[config.mk]
export PLATFORM = sky130hd
export DESIGN_NAME = regfile_sb
export DESIGN_NICKNAME = d
export VERILOG_FILES = /design/src/rtl/regfile_pkg.sv /design/src/rtl/rf_read_port.sv /design/src/rtl/regfile_sb.sv
export SDC_FILE = /design/constraint.sdc
export NUM_CORES = 2
export LEC_CHECK = 0
export ABC_AREA = 0
export CORE_ASPECT_RATIO = 1.5
export CORE_MARGIN = 2
export CORE_UTILIZATION = 35
export DETAILED_ROUTE_END_ITERATION = 8
export PLACE_DENSITY_LB_ADDON = 0.12
export RECOVER_POWER = 100
export SLEW_MARGIN = 20
export SYNTH_ARGS = -nofsm -noshare
export SYNTH_HDL_FRONTEND = slang
export SYNTH_HIERARCHICAL = 1
export SYNTH_SLANG_ARGS = --single-unit
[constraint.sdc]
create_clock -name clk -period 6.4 [get_ports clk]
set_input_delay 1.6 -clock clk [delete_from_list [all_inputs] [get_ports clk]]
set_output_delay 1.6 -clock clk [all_outputs]
set_load 0.1 [all_outputs]
[src/rtl/regfile_pkg.sv]
// Shared defaults, address-width helper and register typedefs for the register file.
package regfile_pkg;

  localparam int XLEN_DEF  = 32;
  localparam int NREGS_DEF = 32;

  // Number of address bits needed to select one of n registers (at least 1).
  function automatic int addr_w(input int n);
    int w;
    w = 0;
    for (int i = 0; i < 32; i++) begin
      if ((1 << w) < n) w++;
    end
    return (w < 1) ? 1 : w;
  endfunction

  typedef logic [addr_w(NREGS_DEF)-1:0] reg_addr_t;
  typedef logic [XLEN_DEF-1:0]          reg_data_t;

endpackage

[src/rtl/rf_read_port.sv]
// One combinational read port: register select, x0 forcing, writeback bypass
// and the hazard flag seen by decode.
module rf_read_port #(
  parameter int XLEN  = 32,
  parameter int NREGS = 32,
  parameter int AW    = 5
) (
  input  logic [AW-1:0]                rs,
  input  logic [NREGS-1:0][XLEN-1:0]   rf,
  input  logic [NREGS-1:0]             busy,
  input  logic                         wr_en,
  input  logic [AW-1:0]                wr_rd,
  input  logic [XLEN-1:0]              wr_data,
  input  logic                         iss_en,
  input  logic [AW-1:0]                iss_rd,
  output logic [XLEN-1:0]              rv,
  output logic                         rbusy
);

  logic rs_zero;
  logic wr_match;
  logic iss_match;

  // Operand select with bypass; a retiring write hides the hazard unless the
  // same register is being reissued in this cycle.
  always_comb begin
    rs_zero   = (rs == '0);
    wr_match  = wr_en && (wr_rd == rs);
    iss_match = iss_en && (iss_rd == rs);
    rv        = '0;
    rbusy     = 1'b0;
    if (!rs_zero) begin
      rv    = wr_match ? wr_data : rf[rs];
      rbusy = busy[rs] && !(wr_match && !iss_match);
    end
  end

endmodule

[src/rtl/regfile_sb.sv]
// Register file with NREAD bypassed read ports, one write port, a per-register
// busy scoreboard, a running busy count and a registered debug tap.
module regfile_sb
  import regfile_pkg::*;
#(
  parameter int              XLEN      = XLEN_DEF,
  parameter int              NREGS     = NREGS_DEF,
  parameter int              NREAD     = 2,
  parameter logic [XLEN-1:0] RESET_VAL = '0,
  parameter int              AW        = addr_w(NREGS)
) (
  input  logic                    clk,
  input  logic                    rstn,
  input  logic [NREAD*AW-1:0]     rs,
  output logic [NREAD*XLEN-1:0]   rv,
  output logic [NREAD-1:0]        rbusy,
  input  logic                    iss_en,
  input  logic [AW-1:0]           iss_rd,
  input  logic                    wr_en,
  input  logic [AW-1:0]           wr_rd,
  input  logic [XLEN-1:0]         wr_data,
  input  logic [AW-1:0]           dbg_sel,
  output logic [XLEN-1:0]         dbg_val,
  output logic [AW:0]             busy_cnt
);

  logic [NREGS-1:0][XLEN-1:0] rf_q, rf_d;
  logic [NREGS-1:0]           busy_q, busy_d;
  logic [AW:0]                busy_cnt_q, busy_cnt_d;
  logic [XLEN-1:0]            dbg_val_q, dbg_val_d;
  logic                       wr_hit;
  logic                       iss_hit;

  // Next state: write and retire first, then issue so a same-register issue
  // wins; the count moves only on real 0->1 / 1->0 busy transitions.
  always_comb begin
    wr_hit     = wr_en && (wr_rd != '0);
    iss_hit    = iss_en && (iss_rd != '0);
    rf_d       = rf_q;
    busy_d     = busy_q;
    busy_cnt_d = busy_cnt_q;
    if (wr_hit) begin
      rf_d[wr_rd]   = wr_data;
      busy_d[wr_rd] = 1'b0;
    end
    if (iss_hit) begin
      busy_d[iss_rd] = 1'b1;
    end
    if (iss_hit && !busy_q[iss_rd]) begin
      busy_cnt_d = busy_cnt_d + (AW+1)'(1);
    end
    if (wr_hit && busy_q[wr_rd] && !(iss_hit && (iss_rd == wr_rd))) begin
      busy_cnt_d = busy_cnt_d - (AW+1)'(1);
    end
    rf_d[0]   = '0;
    busy_d[0] = 1'b0;
    dbg_val_d = rf_d[dbg_sel];
  end

  // State registers; reset overrides any same-cycle write or issue.
  always_ff @(posedge clk) begin
    if (!rstn) begin
      for (int i = 0; i < NREGS; i++) begin
        rf_q[i] <= (i == 0) ? '0 : RESET_VAL;
      end
      busy_q     <= '0;
      busy_cnt_q <= '0;
      dbg_val_q  <= '0;
    end else begin
      rf_q       <= rf_d;
      busy_q     <= busy_d;
      busy_cnt_q <= busy_cnt_d;
      dbg_val_q  <= dbg_val_d;
    end
  end

  for (genvar k = 0; k < NREAD; k++) begin : g_rd
    rf_read_port #(
      .XLEN  (XLEN),
      .NREGS (NREGS),
      .AW    (AW)
    ) u_port (
      .rs      (rs[k*AW +: AW]),
      .rf      (rf_q),
      .busy    (busy_q),
      .wr_en   (wr_en),
      .wr_rd   (wr_rd),
      .wr_data (wr_data),
      .iss_en  (iss_en),
      .iss_rd  (iss_rd),
      .rv      (rv[k*XLEN +: XLEN]),
      .rbusy   (rbusy[k])
    );
  end

  assign busy_cnt = busy_cnt_q;
  assign dbg_val  = dbg_val_q;

endmodule

After elaboration in Yosys (flattened, before gate mapping)
Index checks and enable logic that the tools add are counted.
{"block": "word_totals", "regBits": 1094, "latchBits": 0, "ram_bits": 0, "romBits": 0, "input_bits": 61, "out_inout_bits": 104, "wordCells": 111, "memories": 0}
{"block": "classes", "addsub": 2, "n_mul": 0, "div_mod_pow": 0, "magnitude_cmp": 7, "eq_ne": 5, "shifts": 0, "muxes": 32, "bitwise_logic": 3, "n_reduce_logical": 26}
{"op": "1024-bit bitwise mux", "n": 1}
{"op": "1024-bit two-way mux", "n": 1}
{"op": "32-bit binary-select mux with 5-bit select", "n": 3}
{"op": "32-bit two-way mux", "n": 10}
{"op": "32-bit demux with 5-bit select", "n": 1}
{"op": "32-bit AND", "n": 1}
{"op": "32-bit inverter", "n": 1}
{"op": "32-bit bitwise OR", "n": 1}
{"op": "5-bit by 6-bit < comparator with 1-bit output (second input constant)", "n": 5}
{"op": "5-bit equality test", "n": 5}
{"op": "1-bit binary-select mux with 5-bit select", "n": 4}
{"op": "1-bit logical AND", "n": 16}
{"op": "6-bit two-way mux", "n": 2}
{"op": "1-bit demux with 5-bit select", "n": 2}
{"op": "5-bit by 1-bit greater-or-equal comparator with 1-bit output (second input constant)", "n": 2}
{"op": "5-bit zero test", "n": 2}
{"op": "5-bit nonzero test", "n": 2}
{"op": "1-bit two-way mux", "n": 8}
{"op": "6-bit by 1-bit adder with 6-bit output (second input constant)", "n": 1}
{"op": "1-bit zero test", "n": 6}
{"op": "6-bit by 1-bit subtractor with 6-bit output (second input constant)", "n": 1}

Longest topological paths before layout
{"block": "logic_depth", "ltp_word": 9, "ltp_mapped": 11, "ltp_nobuf": 9}

Cells and area by module
The synthesis kept the hierarchy.
{"module": "regfile_sb", "n_inst": 1, "cells_per_inst": 6451, "area_per_inst_um2": 48480.2, "seq_area_each_um2": 21240.4}
{"module": "rf_read_port", "n_inst": 2, "cells_per_inst": 921, "area_per_inst_um2": 8857.2, "seq_area_each_um2": 0.0}

Worst setup path before layout
OpenSTA, ideal clock, no wires.
{"block": "synth_timing", "path_kind": "input to output", "from": "input port rs[2]", "to": "output port rbusy[0]", "arrival_time_ns": 4.917, "required_time_ns": 4.800, "path_slack_ns": -0.117, "stages": 7, "path_buffers": 3, "cell_sequence": "buf_2 buf_2 buf_2 xor2_1 nor4_1 nand3_1 a211oi_1"}
{"block": "synth_via", "elab_chain_len": 7, "word_cells_on_any_way": 12, "cone_classes": "eq/ne (2); mux (3); reduce/logical (7)"}
{"item": "start, declared", "line_no": "regfile_sb.sv:14", "rtl": "input logic [NREAD*AW-1:0] rs,"}
{"item": "parallel branches: the longest is 6 deep, another holds 1-bit binary-select mux with 5-bit select"}
{"item": "1-bit two-way mux *", "line_no": "rf_read_port.sv:32", "rtl": "if (!rs_zero) begin"}
{"item": "end, declared", "line_no": "regfile_sb.sv:16", "rtl": "output logic [NREAD-1:0] rbusy,"}
Mark *: on every way between the ends. The select of a mux whose other input is x is not followed.

Worst setup path after layout
{"block": "layout_timing", "from": "input port rs[1]", "to": "output port rv[6]"}
{"block": "layout_via", "elab_chain_len": 4, "word_cells_on_any_way": 7, "cone_classes": "eq/ne (1); mux (4); reduce/logical (2)"}
{"item": "32-bit binary-select mux with 5-bit select / 5-bit equality test (equally long branches)", "line_no": "rf_read_port.sv:33, rf_read_port.sv:28"}
{"item": "32-bit two-way mux (not written as such) / 1-bit logical AND (equally long branches)", "line_no": "rf_read_port.sv:33, rf_read_port.sv:28"}
{"item": "32-bit two-way mux", "line_no": "rf_read_port.sv:33", "rtl": "rv = wr_match ? wr_data : rf[rs];"}
{"item": "32-bit two-way mux *", "line_no": "rf_read_port.sv:32"}
{"item": "end, declared", "line_no": "regfile_sb.sv:15", "rtl": "output logic [NREAD*XLEN-1:0] rv,"}
Mark *: on every way between the ends. The rest lies on a longest branch, timed or not. The select of a mux whose other input is x is not followed.

==> impl_metrics.tcl <==
set metrics [dict create \
    utilization_pct 40.1 \
    post_dp_cell_area_sq_um 72200 \
    final.period_utilization_pct 101 \
    failed_checks "capacitance limit, slew limit, setup timing" \
    avgSynthCellArea_sq_um 7.98 \
    synthFlopType "sky130_fd_sc_hd__dfxtp_1" \
    synth_area_leader_cell "sky130_fd_sc_hd__dfxtp_1" \
    grt_start_max_net_pins 180 \
    cts-root-to-sink-buffers 3 \
    place.detailed.hpwl_mm 280 \
    gr-usage-all-layers_pct 41.1 \
    grt_antenna_before_repair 36 \
    root_buffer "sky130_fd_sc_hd__clkbuf_16" \
    skew_ns 0.0501 \
    final_critical_path_setup_slack_ns -0.0497 \
    slew_headroom_pct -165 \
    cts_made_buffers 116 \
    design.core.area_sq_um 188000 \
    cts.sink_count 1061 \
    synth_enable_flop_cells 0 \
    synthArstFlopShare_pct 0 \
    finalCriticalPeriod_ns 6.45 \
    synth_largest_type_area_fraction_pct 32.1 \
    grt_overflow 0 \
    num-fill-cells 19001 \
    place.gp.congestion 1.03 \
    detailroute.via_count 74352 \
    final_setup_violation_count 7 \
    cts.clk_slew.worst_paths_ns 0.06 \
    starting_utilization_of_the_core_area_pct 35.2 \
    site_rows 195 \
    post_synth_most_frequent_cells "sky130_fd_sc_hd__nand2_1, sky130_fd_sc_hd__a21oi_1, sky130_fd_sc_hd__dfxtp_1" \
    area_growth_pct 14.0 \
    yosysWarningCount 6 \
    postLayoutCellArea_sq_um 75500 \
    portBuffers 164 \
    synth.ff_latch_count 1061 \
    seq_area_frac_synth_pct 32.1 \
    max-cap-violations 36 \
    area_of_combinational_cells_with_multiple_inputs_sq_um 41600 \
    outcome "finished, violations left" \
    detail_route.iter0.violations 11702 \
    worst-endpoint-required_ns 4.80 \
    irDropWorstVdd_mv 0.194 \
    final_max_slew_viol_count 1037 \
    synthDistinctLibCells 101 \
    fp.dieW_microns 359 \
    post_cts_sizing_count 0 \
    design.portCount 165 \
    post_cts_hold_buffer_count 0 \
    finalHoldViolations 0 \
    clk_latency_worst_skew_pair_ns 0.81 \
    power_density_nw_per_um2 235 \
    p_total_w 0.0177 \
    final_nets 8169 \
    drt_wl_total_mm 415 \
    post_synth_inst_count 8293 \
    avgRoutedWirePerCell_microns 38.8 \
    yosys.cell_count.top_type "sky130_fd_sc_hd__nand2_1" \
    regArea_sq_um 21200 \
    setup.worst_path.start_class "primary input" \
    design.die.area_sq_um 193000 \
    cts_setup_buffers 0 \
    post_drt_via_cell_ratio 6.96 \
    netlist_top_cells_area "sky130_fd_sc_hd__dfxtp_1, sky130_fd_sc_hd__nand2_1, sky130_fd_sc_hd__mux4_2, sky130_fd_sc_hd__a21oi_1, sky130_fd_sc_hd__mux2i_1" \
    critical_path_end_type "output port" \
    unrepaired_setup_endpoints_after_global_routing "false" \
    timing.setup.critical_path_class "in2out" \
    wire_length_of_the_first_global_routing_pass_mm 561 \
    final_layout_size_suffix_gt1_share_pct 13.4 \
    critPathMaxFanout 26 \
    number_of_global_route_vias_before_repair 67879 \
    cts_tree "done" \
    max_freq_mhz 155 \
    worst_r2r_path_depth 9 \
    dieHeight_microns 537 \
    netlist_area_sq_um 66200 \
    timing.critical_path.arrival_ns 4.85 \
    route.antenna.remaining_nets 0 \
    timing.hold.worst.class "reg2reg" \
    whs_path_depth 2 \
    drc 0 \
    cts-htree-levels 3 \
    initial_drt_pass_iterations 7 \
    worst_slew_pin_slew_ns 3.97 \
    leakagePower_nw 24.7 \
]
-- cell type report --
cell class / instances / share of cell area (%)
multi-input combinational: 6323 / 55.1
sequential: 1061 / 28.1
timing repair buffer: 565 / 6.83
clock buffer: 158 / 4.43
tap: 2462 / 4.08
clock inverter: 62 / 1.18
inverter: 39 / 0.214
antenna: 19 / 0.0630
-- sequential cells by signal, indices dropped and copies added, names as in the netlist --
signal,count
busy_cnt,6
busy_q,31
dbg_val,32
rf_q,992
-- worst paths after layout --
kind              start           to  slack (ns)
max               rs[1]        rv[6]       -0.05
max reg2reg  busy_q[18]  busy_cnt[2]        3.27
min reg2reg   rf_q[664]    rf_q[664]        0.48
min           rf_q[664]    rf_q[664]        0.48
-- metal layers --
layer,routed length (microns),part of all wire (%),global-route usage (%)
met5,186,0.045,0.0245
met4,37800,9.1,30.6
met3,52300,13,13.6
met2,179000,43,63.5
met1,145000,35,47.4
-- cell families after synthesis --
logic type               Yosys count  share of synthesized area, %
AO/OA/AOI/OAI                   2689                          26.8
XOR/XNOR                          31                         0.410
adder cells (fa/ha/maj)            2                        0.0378
buffers and inverters            974                          6.33
flip-flops                      1061                          32.1
multiplexers                     823                          17.5
other                              1                       0.00567
AND/OR/NAND/NOR                 2712                          16.9
-- layout by cell type (no fill, tap or decap), types with 44 or more instances in the layout --
cell                        instances
sky130_fd_sc_hd__conb_1            66
sky130_fd_sc_hd__a221o_1           89
sky130_fd_sc_hd__nand2_1         2090
sky130_fd_sc_hd__nand3_1           64
sky130_fd_sc_hd__a211oi_1          67
sky130_fd_sc_hd__o211ai_1          86
sky130_fd_sc_hd__mux2i_1          529
sky130_fd_sc_hd__nor4_1            44
sky130_fd_sc_hd__buf_12            82
sky130_fd_sc_hd__clkbuf_16        119
sky130_fd_sc_hd__o221ai_1         176
sky130_fd_sc_hd__a32o_1            64
sky130_fd_sc_hd__nor2_1           243
sky130_fd_sc_hd__mux4_2           258
sky130_fd_sc_hd__a21oi_1         1135
sky130_fd_sc_hd__dfxtp_1         1061
sky130_fd_sc_hd__o22ai_1          253
sky130_fd_sc_hd__a221oi_1          97
sky130_fd_sc_hd__o22a_1            72
sky130_fd_sc_hd__clkbuf_1          52
sky130_fd_sc_hd__a22oi_1          116
sky130_fd_sc_hd__buf_4            291
sky130_fd_sc_hd__o21ai_0          206
-- worst max-delay path, cell delays in order --
cell and delay, ns:
sky130_fd_sc_hd__buf_6 0.31, sky130_fd_sc_hd__or3b_1 1.05, sky130_fd_sc_hd__o22a_1 0.31, sky130_fd_sc_hd__o2111ai_1 0.65, sky130_fd_sc_hd__a32o_1 0.57, sky130_fd_sc_hd__clkbuf_4 0.29
-- report_power, final --
part,leakage (nW),internal [W],switching (W)
Sequential,8.56,0.00667,0.0000883
Combinational,14.1,0.000807,0.00241
Clock,2.06,0.00444,0.00331
-- through the flow --
stage | hold slack [ns] | setup WS [ns] | setup TNS (ns) | cells
after floorplan | 0.451 | 0.829 | 0 | 8358
after global placement | 0.465 | 0.338 | 0 | 10450
after detailed placement | 0.473 | 0.301 | 0 | 10450
after CTS | 0.482 | 0.342 | 0 | 10670
after global routing | 0.502 | 0.0828 | 0 | 10673
final | 0.483 | -0.0497 | -0.109 | 10689
(Power assumes the default switching activity.)
